<file path="config.mk">
export PLATFORM = sky130hd
export DESIGN_NAME = recibir_respuesta
export DESIGN_NICKNAME = d
export VERILOG_FILES = /design/src/rtl/recibir_respuesta_pkg.sv /design/src/rtl/recibir_respuesta_uart_rx_byte.sv /design/src/rtl/recibir_respuesta.sv
export SDC_FILE = /design/constraint.sdc
export NUM_CORES = 1
export LEC_CHECK = 0
export BUFFER_PORTS_ARGS = -buffer_cell sky130_fd_sc_hd__buf_2
export CORE_ASPECT_RATIO = 2
export CORE_MARGIN = 5
export CORE_UTILIZATION = 55
export DETAILED_ROUTE_END_ITERATION = 8
export PLACE_DENSITY = 0.69
export SLEW_MARGIN = 25
export SYNTH_ARGS = -nofsm -noshare
export SYNTH_HDL_FRONTEND = slang
export SYNTH_SLANG_ARGS = --single-unit
</file>
<file path="constraint.sdc">
create_clock -name clk_i -period 3 [get_ports clk_i]
set_clock_uncertainty 0.05 [all_clocks]
set_input_delay 0.15 -clock clk_i [delete_from_list [all_inputs] [get_ports clk_i]]
set_output_delay 0.15 -clock clk_i [all_outputs]
set_load 0.02 [all_outputs]
</file>
<file path="src/rtl/recibir_respuesta_pkg.sv">
// rtl/recibir_respuesta_pkg.sv - shared constants, FSM encoding and helpers for the UART response receiver
package recibir_respuesta_pkg;

  localparam logic [7:0] CH_O  = 8'h4F;
  localparam logic [7:0] CH_K  = 8'h4B;
  localparam logic [7:0] CH_E  = 8'h45;
  localparam logic [7:0] CH_R  = 8'h52;
  localparam logic [7:0] CH_CR = 8'h0D;
  localparam logic [7:0] CH_LF = 8'h0A;

  typedef enum logic [2:0] {
    IDLE  = 3'd0,
    START = 3'd1,
    DATA  = 3'd2,
    STOP  = 3'd3,
    BRK   = 3'd4
  } rx_state_e;

  // Clock cycles per oversample tick, truncated.
  function automatic int unsigned calc_div(input int unsigned clk_freq,
                                           input int unsigned baud,
                                           input int unsigned oversample);
    return clk_freq / (baud * oversample);
  endfunction

  // Expected character at each position of "OK\r\n".
  function automatic logic [7:0] ok_char(input logic [1:0] idx);
    case (idx)
      2'd0:    return CH_O;
      2'd1:    return CH_K;
      2'd2:    return CH_CR;
      default: return CH_LF;
    endcase
  endfunction

  // Expected character at each position of "ERROR\r\n".
  function automatic logic [7:0] err_char(input logic [2:0] idx);
    case (idx)
      3'd0:    return CH_E;
      3'd1:    return CH_R;
      3'd2:    return CH_R;
      3'd3:    return CH_O;
      3'd4:    return CH_R;
      3'd5:    return CH_CR;
      default: return CH_LF;
    endcase
  endfunction

endpackage

</file>
<file path="src/rtl/recibir_respuesta_uart_rx_byte.sv">
// rtl/recibir_respuesta_uart_rx_byte.sv - oversampling 8N1 byte deframer with break handling
module uart_rx_byte
  import recibir_respuesta_pkg::*;
#(
  parameter int unsigned CLK_FREQ   = 50000000,
  parameter int unsigned BAUD       = 9600,
  parameter int unsigned OVERSAMPLE = 16
) (
  input  logic       clk_i,
  input  logic       rst_ni,
  input  logic       rx_i,
  output logic [7:0] data_out_o,
  output logic       data_valid_o,
  output logic       frame_err_o,
  output logic       busy_o
);

  localparam int unsigned DIV    = calc_div(CLK_FREQ, BAUD, OVERSAMPLE);
  localparam int unsigned CNT_W  = (DIV > 2) ? $clog2(DIV) : 1;
  localparam int unsigned SAMP_W = (OVERSAMPLE > 2) ? $clog2(OVERSAMPLE) : 1;

  localparam logic [CNT_W-1:0]  TICK_LAST = CNT_W'(DIV - 1);
  localparam logic [SAMP_W-1:0] HALF_LAST = SAMP_W'(OVERSAMPLE / 2 - 1);
  localparam logic [SAMP_W-1:0] FULL_LAST = SAMP_W'(OVERSAMPLE - 1);

  logic              rx_meta_q;
  logic              rx_s_q;
  logic [1:0]        fill_q;
  logic              armed_q;
  logic [CNT_W-1:0]  tick_cnt_q;
  logic [CNT_W-1:0]  tick_cnt_d;
  logic              tick;
  logic [SAMP_W-1:0] samp_cnt_q;
  logic [2:0]        bit_cnt_q;
  logic [7:0]        shift_q;
  logic [7:0]        data_q;
  logic              valid_q;
  logic              ferr_q;
  logic              busy_q;
  rx_state_e         state_q;

  assign tick         = (tick_cnt_q == TICK_LAST);
  assign data_out_o   = data_q;
  assign data_valid_o = valid_q;
  assign frame_err_o  = ferr_q;
  assign busy_o       = busy_q;

  // Two-flop synchronizer; arming waits until the pipeline holds real pin
  // samples and the line has been seen high, so a held-low line after reset
  // never starts a frame.
  always_ff @(posedge clk_i or negedge rst_ni) begin
    if (!rst_ni) begin
      rx_meta_q <= 1'b1;
      rx_s_q    <= 1'b1;
      fill_q    <= 2'b00;
      armed_q   <= 1'b0;
    end else begin
      rx_meta_q <= rx_i;
      rx_s_q    <= rx_meta_q;
      fill_q    <= {fill_q[0], 1'b1};
      if (fill_q[1] && rx_s_q) begin
        armed_q <= 1'b1;
      end
    end
  end

  // Tick counter next state: held at zero in IDLE so START always begins at a clean phase.
  always_comb begin
    tick_cnt_d = tick_cnt_q;
    if (state_q == IDLE) begin
      tick_cnt_d = '0;
    end else if (tick) begin
      tick_cnt_d = '0;
    end else begin
      tick_cnt_d = tick_cnt_q + 1'b1;
    end
  end

  // Deframing FSM with registered strobes and busy flag.
  always_ff @(posedge clk_i or negedge rst_ni) begin
    if (!rst_ni) begin
      state_q    <= IDLE;
      tick_cnt_q <= '0;
      samp_cnt_q <= '0;
      bit_cnt_q  <= 3'd0;
      shift_q    <= 8'h00;
      data_q     <= 8'h00;
      valid_q    <= 1'b0;
      ferr_q     <= 1'b0;
      busy_q     <= 1'b0;
    end else begin
      tick_cnt_q <= tick_cnt_d;
      valid_q    <= 1'b0;
      ferr_q     <= 1'b0;
      case (state_q)
        IDLE: begin
          if (armed_q && !rx_s_q) begin
            state_q    <= START;
            samp_cnt_q <= '0;
            busy_q     <= 1'b1;
          end
        end
        START: begin
          if (tick) begin
            if (samp_cnt_q == HALF_LAST) begin
              samp_cnt_q <= '0;
              if (rx_s_q) begin
                state_q <= IDLE;
                busy_q  <= 1'b0;
              end else begin
                state_q   <= DATA;
                bit_cnt_q <= 3'd0;
              end
            end else begin
              samp_cnt_q <= samp_cnt_q + 1'b1;
            end
          end
        end
        DATA: begin
          if (tick) begin
            if (samp_cnt_q == FULL_LAST) begin
              samp_cnt_q <= '0;
              shift_q    <= {rx_s_q, shift_q[7:1]};
              if (bit_cnt_q == 3'd7) begin
                state_q <= STOP;
              end else begin
                bit_cnt_q <= bit_cnt_q + 3'd1;
              end
            end else begin
              samp_cnt_q <= samp_cnt_q + 1'b1;
            end
          end
        end
        STOP: begin
          if (tick) begin
            if (samp_cnt_q == FULL_LAST) begin
              samp_cnt_q <= '0;
              if (rx_s_q) begin
                data_q  <= shift_q;
                valid_q <= 1'b1;
                busy_q  <= 1'b0;
                state_q <= IDLE;
              end else begin
                ferr_q  <= 1'b1;
                state_q <= BRK;
              end
            end else begin
              samp_cnt_q <= samp_cnt_q + 1'b1;
            end
          end
        end
        BRK: begin
          if (rx_s_q) begin
            state_q <= IDLE;
            busy_q  <= 1'b0;
          end
        end
        default: begin
          state_q <= IDLE;
          busy_q  <= 1'b0;
        end
      endcase
    end
  end

endmodule

</file>
<file path="src/rtl/recibir_respuesta.sv">
// rtl/recibir_respuesta.sv - UART receive path with "OK\r\n" / "ERROR\r\n" response detection
module recibir_respuesta
  import recibir_respuesta_pkg::*;
#(
  parameter int unsigned CLK_FREQ   = 50000000,
  parameter int unsigned BAUD       = 9600,
  parameter int unsigned OVERSAMPLE = 16
) (
  input  logic       clk_i,
  input  logic       rst_ni,
  input  logic       rx_i,
  output logic [7:0] data_out_o,
  output logic       data_valid_o,
  output logic       frame_err_o,
  output logic       busy_o,
  output logic       resp_ok_o,
  output logic       resp_err_o
);

  logic [7:0] byte_data;
  logic       byte_valid;
  logic       byte_ferr;

  logic [1:0] ok_idx_q;
  logic [1:0] ok_idx_d;
  logic [2:0] err_idx_q;
  logic [2:0] err_idx_d;
  logic       resp_ok_q;
  logic       resp_ok_d;
  logic       resp_err_q;
  logic       resp_err_d;

  uart_rx_byte #(
    .CLK_FREQ  (CLK_FREQ),
    .BAUD      (BAUD),
    .OVERSAMPLE(OVERSAMPLE)
  ) u_rx_byte (
    .clk_i       (clk_i),
    .rst_ni      (rst_ni),
    .rx_i        (rx_i),
    .data_out_o  (byte_data),
    .data_valid_o(byte_valid),
    .frame_err_o (byte_ferr),
    .busy_o      (busy_o)
  );

  assign data_out_o   = byte_data;
  assign data_valid_o = byte_valid;
  assign frame_err_o  = byte_ferr;
  assign resp_ok_o    = resp_ok_q;
  assign resp_err_o   = resp_err_q;

  // Response matchers: each index tracks how much of its string has been seen;
  // on a miss it restarts at 1 only if the byte opens the string again.
  always_comb begin
    ok_idx_d   = ok_idx_q;
    err_idx_d  = err_idx_q;
    resp_ok_d  = 1'b0;
    resp_err_d = 1'b0;
    if (byte_ferr) begin
      ok_idx_d  = 2'd0;
      err_idx_d = 3'd0;
    end else if (byte_valid) begin
      if (byte_data == ok_char(ok_idx_q)) begin
        if (ok_idx_q == 2'd3) begin
          ok_idx_d  = 2'd0;
          resp_ok_d = 1'b1;
        end else begin
          ok_idx_d = ok_idx_q + 2'd1;
        end
      end else begin
        ok_idx_d = (byte_data == CH_O) ? 2'd1 : 2'd0;
      end
      if (byte_data == err_char(err_idx_q)) begin
        if (err_idx_q == 3'd6) begin
          err_idx_d  = 3'd0;
          resp_err_d = 1'b1;
        end else begin
          err_idx_d = err_idx_q + 3'd1;
        end
      end else begin
        err_idx_d = (byte_data == CH_E) ? 3'd1 : 3'd0;
      end
    end
  end

  // Matcher state and one-cycle response pulses.
  always_ff @(posedge clk_i or negedge rst_ni) begin
    if (!rst_ni) begin
      ok_idx_q   <= 2'd0;
      err_idx_q  <= 3'd0;
      resp_ok_q  <= 1'b0;
      resp_err_q <= 1'b0;
    end else begin
      ok_idx_q   <= ok_idx_d;
      err_idx_q  <= err_idx_d;
      resp_ok_q  <= resp_ok_d;
      resp_err_q <= resp_err_d;
    end
  end

endmodule

</file>
==> results of run 1 <==
placed cells by master (no fill, tap or decap), types with 2 or more instances in the layout:
master         Yosys  routed
dfrtp_1           48      48
nor2_1            28      28
mux2_2            20      20
nand2_1           19      19
buf_2              1      14
nand3_1           13      13
ha_1              12      12
inv_1             10      10
o21ai_0           10      10
xor2_1             7       7
nor3_1             6       6
xnor2_1            5       5
clkbuf_8           0       5
nor3b_1            4       4
a21oi_1            4       4
nand2b_1           4       4
mux2i_1            4       4
and3_1             3       3
nand4_1            3       3
and2_1             2       2
or2_2              2       2
nand3b_1           2       2
nor2b_1            2       2
o21bai_1           2       2
o31ai_1            2       2
a21o_1             2       2
a211oi_1           2       2
dlygate4sd3_1      0       2
dfstp_2            2       2
layout make-up:
type                            count  area, sq um
Clock buffer                        5         68.8
Timing Repair Buffer               17         97.6
Multi-Input combinational cell    183         1310
Fill cell                         406         1790
Inverter                           10         37.5
Sequential cell                    50         1250
Clock inverter                      3         21.3
Tap cell                           55         68.8
routing by layer:
metal | vias up | track usage | share of wire | routed length, um
met3 | 12 | 0.0252 | 0.026 | 127
met2 | 33 | 0.328 | 0.57 | 2840
li1 | 911 | - | - | -
met1 | 935 | 0.184 | 0.37 | 1840
met5 | - | 0 | 0 | 0
met4 | 0 | 0.0827 | 0.029 | 144
synthesized netlist by cell type (2+ instances only):
cell	instances
a21o_1	2
o31ai_1	2
dfrtp_1	48
xnor2_1	5
nor3b_1	4
nor2_1	28
nand3b_1	2
xor2_1	7
a21oi_1	4
nand2b_1	4
o21bai_1	2
ha_1	12
and3_1	3
nor3_1	6
nor2b_1	2
a211oi_1	2
o21ai_0	10
or2_2	2
inv_1	10
nand3_1	13
mux2i_1	4
nand4_1	3
mux2_2	20
and2_1	2
nand2_1	19
clkbuf_1	4
dfstp_2	2
report_power, final:
part	switching [mW]	internal (mW)
combinational	0.224	0.171
sequential	0.0967	0.749
clock	0.218	0.164
state kept, by name, indices dropped and copies added (netlist names):
name	flops
u_rx_byte.tick_cnt_q	9
u_rx_byte.data_out_o	8
u_rx_byte.shift_q	8
u_rx_byte.samp_cnt_q	4
err_idx_q	3
u_rx_byte.bit_cnt_q	3
u_rx_byte.state_q	3
ok_idx_q	2
u_rx_byte.fill_q	2
resp_err_o	1
resp_ok_o	1
u_rx_byte.armed_q	1
u_rx_byte.busy_o	1
u_rx_byte.data_valid_o	1
u_rx_byte.frame_err_o	1
u_rx_byte.rx_meta_q	1
u_rx_byte.rx_s_q	1
how the worst min path moves through the flow:
stage	endpoint	from	slack, ps
final	u_rx_byte.fill_q[1]	u_rx_byte.fill_q[0]	300
after global routing	u_rx_byte.rx_s_q	u_rx_byte.rx_meta_q	320
after CTS	u_rx_byte.fill_q[1]	u_rx_byte.fill_q[0]	310
after detailed placement	u_rx_byte.fill_q[0]	rst_ni	160
after global placement	u_rx_byte.rx_meta_q	rx_i	220
after floorplan	err_idx_q[0]	rst_ni	-200
metrics by stage:
step | setup WS, ps | std cells | hold slack, ps | instance area, sq um | utilization
after global routing | 501 | 323 | 320 | 2850 | 0.615
after CTS | 639 | 323 | 309 | 2850 | 0.615
after floorplan | 865 | 249 | -196 | 2630 | -
after global placement | 724 | 313 | 223 | 2740 | 0.591
final | 643 | 323 | 305 | 2850 | 0.615
after detailed placement | 681 | 313 | 158 | 2740 | 0.591
repair_timing:
item / in CTS / in global routing
hold buffers: 2 / 0
buffers inserted: 0 / 0
hold endpoints to repair: 49 / 0
endpoints found under the setup margin: 0 / 0
logic make-up after synthesis:
| kind of cell | count (synthesis) | share of synthesized area |
|---|---|---|
| multiplexers | 24 | 0.101 |
| AO/OA/AOI/OAI | 33 | 0.0919 |
| XOR/XNOR | 12 | 0.0400 |
| flip-flops | 50 | 0.477 |
| AND/OR/NAND/NOR | 101 | 0.206 |
| other | 1 | 0.00143 |
| adder cells (fa/ha/maj) | 12 | 0.0571 |
| buffers and inverters | 16 | 0.0262 |
==> results.md, run 1 <==
- The number of buffers and inverters on the critical path is 0.
- The max-slew violation count is 0.
- The net count of the mapped netlist is approximately 260.
- After clock tree synthesis, the clock-pin slew on the worst setup and hold paths is about 90 ps.
- The height of the die is approximately 110 um.
- Synthesis produced a netlist whose cell count is ~250.
- The clock latency at the later pin of the worst-skew pair is roughly 300 ps.
- The congestion estimate from routability-driven global placement came to 0.843.
- The signal on the critical path passes through and2_1 > ha_1 > or4_4 > a221oi_4 > nand3_2 > o31ai_1.
- Summed over all layers, the global routing overflow is 0.
- For the pin with the worst max-slew slack, the measured transition is roughly 600 ps.
- The worst register-to-register path ends at err_idx_q[0].
- Summing internal, switching and leakage power gives approximately 1.6 mW.
- The critical path ends at err_idx_q[0].
- The number of antenna diodes in the final layout is 0.
- VDD sags by at most 518 uV.
- Dividing the final minimum period by the clock period gives 0.786.
- dfrtp_1 takes more of the synthesized area than any other cell.
- The classification of the worst-slack hold path is reg2reg.
- CTS built an H-tree with a depth of 2.
- The count of cells along the worst register-to-register path is 6.
- The cell with the largest stage delay on the worst path is or4_4.
- The initial antenna violation count was 0.
- The number of placement rows is 35.
- The number of gates resized after CTS is 0.
- Based on the critical path, the design can be clocked at up to 424 MHz.
- The number of buffers on the longest clock path is 2.
- Data on the critical path arrives at its endpoint at ~2500 ps.
- For the worst setup path, the data required time is about 3200 ps.
- Setup repair after global routing left no endpoint under its margin.
- Entering global routing, the biggest net connects 51 pins.
- The synthesized netlist occupies a cell area of 2630 sq um.
- Of the synthesized area, sequential elements account for 0.477.
- The worst flop-to-flop path startpoint is err_idx_q[0].
- Of all flip-flops after synthesis, the portion carrying an async set or reset was 1.00.
- The number of enable-type register cells in the synthesized netlist is 0.
- Headroom to the max-slew limit came out at 0.593.
- Summed over all failing endpoints, the final setup total negative slack is 0 ps.
- The worst register-to-register path has a setup slack of 640 ps.
- The clock net in this run drives a total of 50 sinks.
- The run finished with clean final reports.
- The worst hold path was traced through 0 stages.
- The number of different library cells used by synthesis comes to 54.
- Subtracting the final worst setup slack from the clock period gives 2360 ps.
- In the routed design, unresolved DRC markers number 0.
- The total count of hold-check failures in the final report was 0.
- Pin placement for this block handled 16 I/O pins.
- The area share of the leading cell type in the synthesized netlist is 0.457.
- Buffers placed on the I/O ports in this run total 15.
- The overall die width is roughly 59 um.
- Setup violations remaining at the end of the flow were counted as 0.
- In the final layout, the share of cells above drive strength 1 is 0.205.
- The count of max-cap constraint violations is 0.
- The total number of vias is roughly 1900.
- The startpoint-to-endpoint class of the critical path is reg2reg.
- Counting buffers and inverters, the worst setup path is 6 cells deep.
- The initial utilization of the core area, before any placement, comes to 0.566.
- In this run the clock root is driven by a clkbuf_8.
- For this run, the number of Yosys warnings is 0.
- In the post-synthesis netlist, the biggest area contributors are dfrtp_1, mux2_2, ha_1.
- The count of antenna-violating nets left after detailed routing is 0.
- The overall die area is around 6300 sq um.
- For this run, the post-layout net count is about 280.
- The number of synthesized register bits is 50.
- The wire-length estimate of the detail-placed layout is between 3000 and 4000 um.
- STA classifies the critical path endpoint as a flip-flop.
- The delay contributed by the slowest stage of the critical path is a little under 600 ps.
- Across every metal layer, demand over resource in global routing totals 0.176.
- The total power divided by cell area is between 500 and 600 nW/um^2.
- For this run, the leading register cell type out of synthesis is dfrtp_1.
- Summed over all cells, the static leakage comes to 1.37 nW.
- For this block, the routed nets add up to roughly 5000 um of wire.
- The number of buffers added by the clock tree synthesis step is 5.
- The CTS tree is yes.
- The worst setup path is launched from a flip-flop.
- Relative to the synthesized area, the layout overhead comes to 8.57%.
- The count of TritonRoute iterations in the first routing pass is 4.
- Among cell families on the critical path, the largest total delay comes from simple AND/OR/NAND/NOR gates.
- In this run the worst setup path begins at err_idx_q[0].
- The number of global-route vias before repair is about 2000.
- The detailed router's first-iteration violation count is 78.
- In this run the mean area of a mapped cell was about 11 sq um.
- The maximum fanout count along the critical path is 10.
- The total area inside the core boundary comes to 4640 sq um.
- After detailed routing, the number of vias per cell comes to around 6.
- Dividing the detail-routed wire length by the instance count gives 15.3 um.
- The global-route wire length before repair is roughly 8700 um.
Power figures use the tool's default switching activity.
==> run 2, diff against run 1 <==
Clock period 3 ns to 2.4 ns, I/O delays scaled along.
==> run 2 against run 1 <==
  * Critical path depth is the same
  * Worst hold slack got worse by 37 ps
  * Routed wire length fell by 2.0%
  * Register-to-register slack got worse by 530 ps
  * Global-route usage down 0.21 points
  * Total power is 26% higher
  * Sequential share of layout area is 0.75 points lower
  * Utilization rose by 1.2 points
==> results.md, run 2 (synthesis gave the netlist of run 1 again) <==
- The worst setup path is of the reg2reg kind.
- The post-CTS setup-driven buffer insertion count is 0.
- The maximum resistive drop on vdd is 558 uV.
- The setup slack after layout is ~120 ps.
- The total negative setup slack is 0 ps.
- The floorplan step set the die height to 108 um.
- The critical path's top delay family is simple AND/OR/NAND/NOR gates.
- The area added between synthesis and finish is 10.7%.
- Hold timing on the final database bottoms out at a slack of between 200 and 300 ps.
- The initial antenna violation count was 0.
- The maximum number of pins on one net before global-route repair is around 50.
- 16 I/O pins were placed.
- The detail route stage leaves a number of antenna-violating nets equal to 0.
- The kind of launch point of the worst setup path is a flip-flop.
- After detailed routing, the number of remaining DRC violations is 0.
- In the layout the commonest cells are dfrtp_1, nor2_1, mux2_2.
- The worst setup path is captured at a flip-flop.
- 0 antenna diodes ended up in the layout.
- Clock-pin slew was measured on the worst setup and hold paths at 90 ps.
- The H-tree generated during clock tree synthesis spans 2 levels.
- The final routed wire length divided by cell count is ~15 um.
- The final critical-path share of the clock period is 0.952.
- The finished layout holds 328 standard cells, fillers aside.
- The global-route wire length before repair is around 8500 um.
- The fill cell total of the finished layout is 401.
- TritonCTS created 5 clock buffers.
- The data arrival time of the worst path is between 2000 and 2500 ps.
- The total count of hold-check failures in the final report is 0.
- The flip-flop count of the largest register, all copies and words added is 9.
- The worst hold path belongs to the class in2async.
- Across all layers, the routed design uses roughly 1800 vias.
- The critical path goes through and2_1 > ha_1 > or4_4 > a221oi_4 > nand3_2 > o31ai_2.
- The register with the most flip-flops in the final layout is u_rx_byte.tick_cnt_q.
- The delay contributed by the slowest stage of the critical path is about 570 ps.
- The per-cell via count in the routed design is about 5.6.
- The total global routing overflow is 0.
- The total routing resource utilization after global routing is 0.174.
- The die is 58.9 um wide.
- The max-slew violation count was 0.
- The number of global-route vias before repair is 1884.
- The smallest clock period supported by the final layout is computed as roughly 2300 ps.
- The number of buffers on the longest clock path is 2.
- Together, buffers and inverters on the worst path number 0.
- The cell with the largest stage delay on the worst path is or4_4.
- In the final layout, the share of cells above drive strength 1 is 0.231.
- Along the worst path, the maximum fanout reaches 7.
- The post-route cell area is roughly 2900 sq um.
- Row generation in the floorplan step produced 35 rows.
- The total power divided by cell area is roughly 700 nW/um^2.
- The design draws around 2.0 mW.
- The congestion estimate from routability-driven global placement came to about 0.83.
- The flow ran to the end, and the final reports show no timing, DRC or antenna violations.
- At the later pin of the worst-skew pair, clock insertion delay measures slightly above 300 ps.
- Before CTS, the worst setup slack after placement is roughly 110 ps.
- The highest clock rate is ~440 MHz.
- Setup repair after global routing left no endpoint under its margin.
- The wire-length estimate of the detail-placed layout is around 3700 um.
- The TritonCTS sink count is 50.
- The initial utilization of the core area, before any placement, comes to 0.566.
- The static power due to leakage is approximately 1.4 nW.
- Summed over all layers, the routed wires come to about 4900 um.
- The overall die area is ~6300 sq um.
- At the end of the flow the core is filled with cells to 0.627.
- After detailed placement, the total cell area comes to approximately 2800 sq um.
- The count of TritonRoute iterations in the first routing pass is 4.
- The data required time of the critical path is around 2600 ps.
- Once placement completed, the tool counted placed cells totaling 318.
- TritonCTS built the clock tree.
- The detailed router's first-iteration violation count is between 70 and 80.
- The library cell used as clock root buffer is clkbuf_8.
- Leaving out fill and tap cells, the most frequent cell in the layout is dfrtp_1.
- The placeable core region is ~4600 sq um.
- The net count reported at finish is approximately 290.
- The count of buffers added on input and output ports is 15.
- The count of endpoints failing setup in the final report is 0.
- The tool flagged a number of max-cap violations equal to 0.
## run 2: worst paths after layout
kind | depth (start not counted) | slack [ps] | to | start
max | 6 | 120 | err_idx_q[2] | err_idx_q[1]
min | 3 | 270 | u_rx_byte.shift_q[7] | rst_ni
max reg2reg | 6 | 120 | err_idx_q[2] | err_idx_q[1]
min reg2reg | 0 | 310 | u_rx_byte.fill_q[1] | u_rx_byte.fill_q[0]
max in group asynchronous | 3 | 1760 | u_rx_byte.rx_s_q | rst_ni
min in group clk_i | 0 | 310 | u_rx_byte.fill_q[1] | u_rx_byte.fill_q[0]
## run 2: repair_timing
item | CTS | global route
hold endpoints to repair | 51 | 0
setup endpoints to repair | 0 | 2
gates resized for setup | 0 | 4
hold buffers | 2 | 0
## run 2: per-layer routing
layer  vias up  global-route usage  wire length [um]
li1        922                   -                 -
met1       886               0.181              1830
met2        23               0.325              2770
met3        11              0.0252               117
met4         0              0.0827               142
met5         -                   0                 0
## run 2: power breakdown
part           switching, mW  total (mW)  internal (mW)
Sequential             0.117        1.05          0.937
Combinational          0.280       0.504          0.223
Clock                  0.275       0.480          0.205
## run 2: area by class of cell
cell class,count,area [sq um],area share
well taps,55,68.8,0.0237
flip-flops and latches,50,1260,0.432
clock inverters,3,21.3,0.00731
clock buffers,5,68.8,0.0237
inverters,10,37.5,0.0129
repair buffers,22,145,0.0499
multi-input cells,183,1310,0.451
## run 2: worst reg2reg max path, cell delays in order (launching register included)
cell and delay (ps):
dfrtp_2 450, and2_1 150, ha_1 260, or4_4 570, a221oi_4 380, nand3_2 130, o31ai_2 210
==> run 3, diff against run 2 <==
Settings changed: CELL_PAD_IN_SITES_DETAIL_PLACEMENT set to 2, CELL_PAD_IN_SITES_GLOBAL_PLACEMENT set to 2, CORE_UTILIZATION 55 to 40, PLACE_DENSITY 0.69 to 0.75.
==> run 3 against run 2 <==
  * Register-to-register slack better by 30 ps
  * Maximum frequency is 1.2% higher
  * Worst hold slack better by 35 ps
  * Sequential power hardly changed
  * Clock power is 46% higher
  * Cell area is 4.0% higher
  * Utilization is 15 points lower
  * Sequential cell count stayed put
==> results.md, run 3 (synthesis gave the netlist of run 1 again) <==
- The placeable core region is 6360 sq um.
- The tree built by TritonCTS fans out to 50 sinks.
- Power spread over the standard cell area amounts to between 700 and 800 nW/um^2.
- The leading cell type in the layout, fill and taps excluded is dfrtp_1.
- The initial standard-cell utilization of the core is 0.413.
- The worst setup path is launched from a flip-flop.
- The total number of vias is about 1900.
- Hold timing on the final database bottoms out at a slack of slightly above 300 ps.
- The flip-flop count of the largest register, all copies and words added is 9.
- The final routed DRC violation total is 0.
- The total count of hold-check failures in the final report came to 0.
- The total global routing overflow is 0.
- The detailed router's first-iteration violation count is 22.
- TritonCTS built the clock tree.
- At the pin with the least slew margin, the transition time is between 600 and 700 ps.
- Setup repair after global routing left no endpoint under its margin.
- The wire length after detailed routing is 6550 um.
- u_rx_byte.tick_cnt_q holds more flip-flops than any other register.
- The clock transition time at the flip-flop clock pins of the worst setup and hold paths is 60 ps.
- Measured against its own limit, the worst slew margin works out to 0.597.
- The number of buffers added by the clock tree synthesis step is 5.
- The H-tree level count is 2.
- The overall die width is around 67 um.
- The library cell used as clock root buffer is clkbuf_16.
- The initial antenna violation count was 0.
- The final routed wire length divided by cell count is between 15 and 20 um.
- The number of placement rows is 41.
- The number of global-route vias before repair is ~2200.
- The highest clock rate is 443 MHz.
- The maximum number of pins on one net before global-route repair is 29.
- The count of antenna-violating nets left after detailed routing is 0.
- Buffers placed on the I/O ports in this run total 15.
- The height of the die is around 120 um.
- Of the available clock period, the critical path in the final layout requires 0.940.
- The run finished with clean final reports.
- Before antenna repair, the detailed router went through 3 iterations.
- The detailed-placement wirelength estimate is 5030 um.
- For this design the top-level I/O count stands at 16.
- Across the run, the number of max-cap violations was 0.
- Using the TritonRoute via totals, the vias-per-cell ratio works out to roughly 5.4.
- The post-layout instance count excluding filler cells is ~360.
- The count of endpoints failing setup in the final report is 0.
- The startpoint-to-endpoint class of the critical path is reg2reg.
- The total routing resource utilization after global routing is 0.175.
- The final critical-path required period is between 2000 and 2500 ps.
- The classification of the worst-slack hold path is reg2reg.
- The net count of the finished layout is a little under 300.
- The max-slew violation count is 0.
- The floorplan step defined a die boundary enclosing approximately 8400 sq um.
- The maximum resistive drop on vdd is between 400 and 500 uV.
- The number of antenna cells inserted is 0.
- The number of placed instances with taps included is ~350.
- For the worst-skew pair, the clock arrives at the later sink with an insertion delay of just under 300 ps.
- The top cell types in the final layout, fill and taps aside, are dfrtp_1, nor2_1, mux2_2.
- The number of buffers on the longest clock path is 2.
- In this run the static leakage power is 1.44 nW.
- From synthesis to final layout, the design area changed by 15.0%.
- STA classifies the critical path endpoint as a flip-flop.
- The placer congestion estimate is between 0.7 and 0.8.
- The global-route wire length before repair is 11100 um.
- The maximum fanout count along the critical path is 7.
- The fraction of layout cells with a size suffix above 1 is 0.236.
- In the final timing run, aggregate negative setup slack is 0 ps.
- The data arrival time of the worst path is around 2400 ps.
- The data required time of the critical path is 2550 ps.
-- run 3: what timing repair did --
action | CTS | global route
buffers inserted | 0 | 0
hold endpoints to repair | 26 | 0
hold buffers | 2 | 0
gates resized for setup | 0 | 4
setup endpoints to repair | 0 | 4
-- run 3: stage by stage --
stage                     power (mW)  utilization  cell area, sq um  setup slack (ps)
after CTS                       2.36        0.473              3010              88.7
after floorplan                 1.44            -              2630               265
after global placement          1.59        0.446              2840               155
after detailed placement        1.63        0.446              2840               106
after global routing            2.46        0.475              3020              19.4
final                           2.31        0.475              3020               143
-- run 3: final timing paths --
kind | from | to | slack, ps | depth (start not counted)
min in group asynchronous | rst_ni | u_rx_byte.fill_q[0] | 330 | 2
max | err_idx_q[0] | err_idx_q[0] | 140 | 7
max reg2reg | err_idx_q[0] | err_idx_q[0] | 140 | 7
max in group asynchronous | rst_ni | err_idx_q[1] | 1220 | 3
min reg2reg | u_rx_byte.fill_q[0] | u_rx_byte.fill_q[1] | 300 | 0
min | u_rx_byte.fill_q[0] | u_rx_byte.fill_q[1] | 300 | 0
-- run 3: cell type report --
| type | instances | area (sq um) |
|---|---|---|
| fillers | 699 | 3340 |
| multi-input cells | 183 | 1320 |
| flip-flops and latches | 50 | 1250 |
| repair buffers | 25 | 155 |
| clock buffers | 8 | 146 |
| well taps | 86 | 108 |
| inverters | 10 | 37.5 |
-- run 3: routing by layer --
layer	up-vias	GRT usage	wire length (um)
met5	-	0	0
met4	0	0.0610	112
met3	6	0.0253	119
met2	15	0.345	4090
met1	1004	0.171	2230
li1	921	-	-
-- run 3: report_power, final --
part,switching [mW],internal (mW)
registers,0.132,0.938
logic,0.311,0.230
clock network,0.287,0.416
total,0.730,1.58
-- run 3: worst max-delay path, cell delays in order, from the launching register on --
cell	delay (ps)
dfrtp_1	410
buf_4	170
and2_4	130
o21ba_1	230
or4_4	440
a221oi_4	390
nand3_2	130
o31ai_1	210
